`config.mk`:
```
export PLATFORM = sky130hd
export DESIGN_NAME = bus_arbiter
export DESIGN_NICKNAME = d
export VERILOG_FILES = /design/src/rtl/bus_arbiter_pkg.sv /design/src/rtl/bus_arbiter.sv
export SDC_FILE = /design/constraint.sdc
export NUM_CORES = 1
export LEC_CHECK = 0
export BUFFER_PORTS_ARGS = -buffer_cell sky130_fd_sc_hd__buf_2
export CAP_MARGIN = 25
export CELL_PAD_IN_SITES_DETAIL_PLACEMENT = 1
export CELL_PAD_IN_SITES_GLOBAL_PLACEMENT = 2
export CORE_MARGIN = 10
export CORE_UTILIZATION = 26
export DETAILED_ROUTE_END_ITERATION = 7
export PLACE_DENSITY_LB_ADDON = 0.1
export SETUP_SLACK_MARGIN = 0.1
export SYNTH_ARGS = -nofsm -noshare
export SYNTH_HDL_FRONTEND = slang
export SYNTH_SLANG_ARGS = --single-unit
```
`constraint.sdc`:
```
create_clock -name clk -period 4.1 [get_ports clk]
set_input_delay 0.41 -clock clk [delete_from_list [all_inputs] [get_ports clk]]
set_output_delay 0.41 -clock clk [all_outputs]
set_load 0.01 [all_outputs]
```
`src/rtl/bus_arbiter_pkg.sv`:
```
// Shared widths, FSM encoding and bus command payload for the IF/MEM bus arbiter.
package bus_arbiter_pkg;

  localparam int unsigned RegBus        = 32;
  localparam int unsigned InstAddrBus   = 32;
  localparam int unsigned ByteSelBus    = 4;
  localparam int unsigned ArbTimeoutDef = 255;
  localparam int unsigned ArbCntW       = 8;

  typedef enum logic [1:0] {
    ArbIdle    = 2'd0,
    ArbBusyMem = 2'd1,
    ArbBusyIf  = 2'd2
  } arb_state_e;

  typedef struct packed {
    logic [RegBus-1:0]     addr;
    logic                  we;
    logic [ByteSelBus-1:0] sel;
    logic [RegBus-1:0]     wdata;
  } bus_cmd_t;

  // Instruction fetches are always full-word reads.
  function automatic bus_cmd_t fetch_cmd(input logic [InstAddrBus-1:0] addr);
    bus_cmd_t c;
    c.addr  = RegBus'(addr);
    c.we    = 1'b0;
    c.sel   = {ByteSelBus{1'b1}};
    c.wdata = {RegBus{1'b0}};
    return c;
  endfunction

endpackage

```
`src/rtl/bus_arbiter.sv`:
```
// Two-master (fetch, data) to one-slave bus arbiter with MEM priority from idle,
// alternation on completion, per-transaction timeout abort and pipeline stall request.
module bus_arbiter
  import bus_arbiter_pkg::*;
#(
  parameter int unsigned TIMEOUT_CYC = ArbTimeoutDef
) (
  input  logic                    clk,
  input  logic                    rst,

  input  logic                    if_req_i,
  input  logic [InstAddrBus-1:0]  if_addr_i,
  output logic [RegBus-1:0]       if_rdata_o,
  output logic                    if_ack_o,

  input  logic                    mem_req_i,
  input  logic                    mem_we_i,
  input  logic [ByteSelBus-1:0]   mem_sel_i,
  input  logic [RegBus-1:0]       mem_addr_i,
  input  logic [RegBus-1:0]       mem_wdata_i,
  output logic [RegBus-1:0]       mem_rdata_o,
  output logic                    mem_ack_o,

  output logic                    bus_req_o,
  output logic                    bus_we_o,
  output logic [ByteSelBus-1:0]   bus_sel_o,
  output logic [RegBus-1:0]       bus_addr_o,
  output logic [RegBus-1:0]       bus_wdata_o,
  input  logic [RegBus-1:0]       bus_rdata_i,
  input  logic                    bus_ack_i,

  output logic                    stallreq_o,
  output logic                    bus_err_o
);

  arb_state_e          r_state, w_next_state;
  bus_cmd_t            r_cmd, w_cmd;
  logic [ArbCntW-1:0]  r_cnt, w_cnt;
  logic                r_bus_req, w_bus_req;
  logic                r_if_ack, w_if_ack;
  logic                r_mem_ack, w_mem_ack;
  logic                r_err, w_err;
  logic [RegBus-1:0]   r_if_rdata, w_if_rdata;
  logic [RegBus-1:0]   r_mem_rdata, w_mem_rdata;

  logic                w_if_req, w_mem_req;
  logic                w_busy, w_timeout, w_done;
  logic [RegBus-1:0]   w_resp_data;

  // A requester's line is still high during its own ack cycle; that is not a new request.
  assign w_if_req    = if_req_i  & ~r_if_ack;
  assign w_mem_req   = mem_req_i & ~r_mem_ack;

  assign w_busy      = (r_state != ArbIdle);
  assign w_timeout   = w_busy & ~bus_ack_i & (r_cnt == ArbCntW'(TIMEOUT_CYC - 1));
  assign w_done      = w_busy & (bus_ack_i | w_timeout);
  assign w_resp_data = w_timeout ? {RegBus{1'b0}} : bus_rdata_i;

  // State register
  always_ff @(posedge clk or posedge rst) begin
    if (rst) begin
      r_state <= ArbIdle;
    end else begin
      r_state <= w_next_state;
    end
  end

  // Next-state: MEM wins from idle, completions hand the bus to the other port
  always_comb begin
    w_next_state = r_state;
    case (r_state)
      ArbIdle: begin
        if (w_mem_req) begin
          w_next_state = ArbBusyMem;
        end else if (w_if_req) begin
          w_next_state = ArbBusyIf;
        end
      end
      ArbBusyMem: begin
        if (w_done) begin
          w_next_state = w_if_req ? ArbBusyIf : ArbIdle;
        end
      end
      ArbBusyIf: begin
        if (w_done) begin
          w_next_state = w_mem_req ? ArbBusyMem : ArbIdle;
        end
      end
      default: w_next_state = ArbIdle;
    endcase
  end

  // Output / datapath next values
  always_comb begin
    w_cmd       = r_cmd;
    w_cnt       = {ArbCntW{1'b0}};
    w_bus_req   = (w_next_state != ArbIdle);
    w_if_ack    = 1'b0;
    w_mem_ack   = 1'b0;
    w_err       = 1'b0;
    w_if_rdata  = r_if_rdata;
    w_mem_rdata = r_mem_rdata;

    if (w_busy && !w_done) begin
      w_cnt = r_cnt + ArbCntW'(1);
    end

    if (w_done) begin
      w_err = w_timeout;
      if (r_state == ArbBusyMem) begin
        w_mem_ack   = 1'b1;
        w_mem_rdata = w_resp_data;
      end else begin
        w_if_ack    = 1'b1;
        w_if_rdata  = w_resp_data;
      end
    end

    // Latch the command only on a fresh grant, including a chained one.
    if ((w_next_state == ArbBusyMem) && (r_state != ArbBusyMem)) begin
      w_cmd = '{addr: mem_addr_i, we: mem_we_i, sel: mem_sel_i, wdata: mem_wdata_i};
    end else if ((w_next_state == ArbBusyIf) && (r_state != ArbBusyIf)) begin
      w_cmd = fetch_cmd(if_addr_i);
    end
  end

  // Registered outputs, counter and command latches
  always_ff @(posedge clk or posedge rst) begin
    if (rst) begin
      r_cmd       <= '0;
      r_cnt       <= {ArbCntW{1'b0}};
      r_bus_req   <= 1'b0;
      r_if_ack    <= 1'b0;
      r_mem_ack   <= 1'b0;
      r_err       <= 1'b0;
      r_if_rdata  <= {RegBus{1'b0}};
      r_mem_rdata <= {RegBus{1'b0}};
    end else begin
      r_cmd       <= w_cmd;
      r_cnt       <= w_cnt;
      r_bus_req   <= w_bus_req;
      r_if_ack    <= w_if_ack;
      r_mem_ack   <= w_mem_ack;
      r_err       <= w_err;
      r_if_rdata  <= w_if_rdata;
      r_mem_rdata <= w_mem_rdata;
    end
  end

  assign bus_req_o   = r_bus_req;
  assign bus_we_o    = r_cmd.we;
  assign bus_sel_o   = r_cmd.sel;
  assign bus_addr_o  = r_cmd.addr;
  assign bus_wdata_o = r_cmd.wdata;
  assign if_ack_o    = r_if_ack;
  assign if_rdata_o  = r_if_rdata;
  assign mem_ack_o   = r_mem_ack;
  assign mem_rdata_o = r_mem_rdata;
  assign bus_err_o   = r_err;

  assign stallreq_o  = (if_req_i & ~r_if_ack) | (mem_req_i & ~r_mem_ack);

endmodule

```
==> impl_metrics.csv <==
group,metric,value,unit
cts,cts.clk_slew.worst_paths,0.07,ns
global_routing,grt_use_total,15.63,%
global_routing,grt_pass1_wl,37.87,mm
critical_path,cp_data_arrival_time,2.85,ns
critical_path,worst_r2r_startpoint,"r_state[0]$_DFF_PP0_",
critical_path,timing.setup.critical_path_class,"reg2reg",
placed_design,dp.cells,1079,
sta,setup-tns-final,0,ns
job,max_cap_viol_count,0,
global_routing,largest_net_degree_at_the_start_of_global_routing,70,
sta,final_period_minus_worst_setup_slack,2.498,ns
placed_design,detailedPlacementHpwl,17.92,mm
final_layout,layout-drive-gt1-share,42.32,%
cts,cts_root_buf,"clkbuf_16",
placed_design,port_buffers,275,
sta,timing_worst_slew_pin_value,1.010,ns
drt,dr_total_vias,5640,
cts,cts_htree_levels,4,
sta,clock.fmax,400.3,MHz
hold_path,worst_hold_path.endpoint,"bus_wdata_o[12]$_DFFE_PP0P_",
sta,grt_setup_unrepaired,"no",
sta,skew,0.01290,ns
cts,post-cts-setup-buffer-count,0,
hold_path,worst_hold_path.num_cells,2,
global_routing,grt_pass1_vias,6151,
sta,timing_hold_violations_final,0,
hold_path,worst_hold_path_type,"in2reg",
drt,drt-vias-per-instance,5.045,
final_layout,finish.net_count,921,
sta,post-route-period-util,60.93,%
logic_synthesis,top_cells_by_area_synth,"dfrtp_1 (58%), a32o_1 (5.1%), a2bb2oi_1 (5.0%), o21ai_0 (4.8%), a22o_1 (4.6%)",
sta,report.final.setup_viol,0,
die,floorplan.core_area,23680,µm²
final_layout,post-route-util,36.37,%
drt,dr.first_iter.drc_count,334,
global_routing,number_of_antenna_violations_at_the_first_check_in_global_routing,6,
pwr,p_per_area,787.1,nW/µm²
drt,drtAntennaViolNets,0,
die,die_height,175.7,µm
pwr,total_leakage_power,4.180,nW
die,die_x,175.7,µm
sta,timing_max_transition_violations_final,0,
logic_synthesis,syn-cell-area,6302,µm²
critical_path,startpoint_types,"flip-flop",
global_routing,grt_overflow_total,0,
cts,numCtsBuffers,17,
die,floorplan.initialDensity,26.61,%
cts,clkLatencyLatePin,0.42,ns
critical_path,req_time_crit_path,4.45,ns
logic_synthesis,synth_sequential_area_ratio,58.37,%
logic_synthesis,netlist_instances,525,
final_layout,fin_area,8615,µm²
drt,wirelength,24.87,mm
cts,tritoncts,"done",
critical_path,critical_path_peak_fanout,37,
placed_design,instance_area_at_placement,7965,µm²
run_status,status,"finished clean",
logic_synthesis,yosys_warnings,0,
drt,detailed_routing_iteration_count_for_the_pre_antenna_repair_pass,5,
placed_design,gpl.final_weighted_congestion,0.7343,
critical_path,worstRegToRegCells,6,
drt,detail_routed_net_length_per_standard_cell,22.25,µm
drt,post-route-drc-count,0,
die,ios,276,
die,placementRows,56,
final_layout,instances_no_fill,1118,
logic_synthesis,total_of_flip_flops_plus_latches_after_synthesis,147,
logic_synthesis,synth_top_area_share,58.37,%
pwr,irDropWorstVdd,0.2801,mV
critical_path,endpoint_kind,"flip-flop",
hold_path,worstHoldStart,"mem_wdata_i[12]",
logic_synthesis,synthDominantAreaCellType,"dfrtp_1",
cts,clk_path_buf_depth,2,
logic_synthesis,syn-num-nets,665,
logic_synthesis,synthDistinctLibCells,41,
cts,numClockSinks,147,
cts,post_cts_resized,0,
die,design.die.area,30870,µm²
critical_path,r2r_setup_slack,1.60,ns
critical_path,rr_endpoint,"bus_wdata_o[4]$_DFFE_PP0P_",
final_layout,syn_to_final_growth,36.69,%
sta,worst_slew_margin_rel,32.68,%
logic_synthesis,synth.avg_cell_area,12.00,µm²
-- final cells by class --
type	instances	area, µm²
Multi-Input combinational cell	282	2207
Fill cell	2691	15070
Tap cell	319	399.1
Inverter	41	157.7
Timing Repair Buffer	292	1551
Antenna cell	5	12.51
Clock buffer	18	439.2
Sequential cell	147	3680
Clock inverter	14	167.7
-- flip-flops by register name, summed over array words and instances, names as in the netlist --
name,flops
bus_addr_o,32
bus_wdata_o,32
if_rdata_o,32
mem_rdata_o,32
r_cnt,8
bus_sel_o,4
r_state,2
bus_err_o,1
bus_req_o,1
bus_we_o,1
if_ack_o,1
mem_ack_o,1
-- routing by layer --
layer	vias up	track usage [%]	wire, µm
met5	-	0	7
met4	2	5.581	537
met3	34	6.090	2069
met2	211	24.95	11740
met1	2868	18.74	10520
li1	2525	-	-
-- logic make-up (layout without fill, tap and decap cells) --
family          count (synthesis)  in the layout  synth area share [%]
xor+xnor                        6              6                0.8338
buf+inv                        96            365                 6.790
compound gates                208            208                 25.89
fa+ha+maj                       2              2                0.3970
flops                         147            147                 58.37
simple gates                   66             66                 7.723
other cells                     0              5                     0
-- critical path, stage by stage, from the launching register on --
cell and delay, ns:
dfrtp_1 0.36, buf_4 0.39, and2b_1 0.23, o21ai_2 0.06
buf_4 0.24, a22oi_4 0.84, a22o_1 0.25
-- what timing repair did --
action,4_1_cts,5_1_grt
hold buffers,0,1
hold endpoints to repair,0,4
setup endpoints to repair,0,0
-- cell usage after synthesis (all sizes together) --
master   instances
buf             25
o31ai            1
nor3b            1
nand4b          32
nand3            4
a21oi            1
o21ai           68
and2             1
nand4            2
dfrtp          147
nor4             1
or4              1
and4             1
a32o            32
and2b            2
a22oi            1
a22o            33
nand2            5
nor2            10
clkbuf          30
inv             41
and3             2
xnor2            1
ha               2
a2bb2oi         36
nand2b           2
nor3             2
a31oi            1
a32oi           32
a21boi           2
xor2             5
a221oi           1
-- cells in the final DEF (no fill, tap or decap), types with 6 or more instances in the layout --
master and count:
clkbuf_16 17, a2bb2oi_1 36, o21ai_1 6, nor2_1 10, nand4b_1 32, inv_1 40, buf_4 13, dfrtp_1 146
o21ai_0 60, a32oi_1 32, buf_2 275, a32o_1 32, a22o_1 33
-- worst max path at each step --
stage,slack [ns],to,cells past startpoint,start
finish,1.60,bus_wdata_o[4]$_DFFE_PP0P_,6,r_state[0]$_DFF_PP0_
global route,1.38,bus_wdata_o[17]$_DFFE_PP0P_,6,r_state[0]$_DFF_PP0_
global placement,1.48,if_rdata_o[31]$_DFFE_PP0P_,6,bus_ack_i
detailed placement,1.41,if_rdata_o[2]$_DFFE_PP0P_,6,bus_ack_i
CTS,1.59,bus_wdata_o[17]$_DFFE_PP0P_,6,r_state[0]$_DFF_PP0_
floorplan,1.84,bus_addr_o[0]$_DFFE_PP0P_,1,rst
-- stage by stage --
stage	hold slack [ns]	worst slack (ns)	power (W)
after global routing	0.1888	1.380	0.007295
after CTS	0.1821	1.588	0.006916
after floorplan	0.4915	1.843	0.004022
after global placement	0.4754	1.482	0.005177
after detailed placement	0.4759	1.410	0.005276
final	0.2096	1.602	0.006781
-- where the power goes --
part | leakage [nW] | total, W | switching [W] | internal, W
combinational | 2.07 | 0.00275 | 0.00162 | 0.00114
sequential | 1.82 | 0.00244 | 0.000353 | 0.00208
clock | 0.293 | 0.00159 | 0.000708 | 0.000885
No activity file was read; power rests on OpenSTA's default activity.
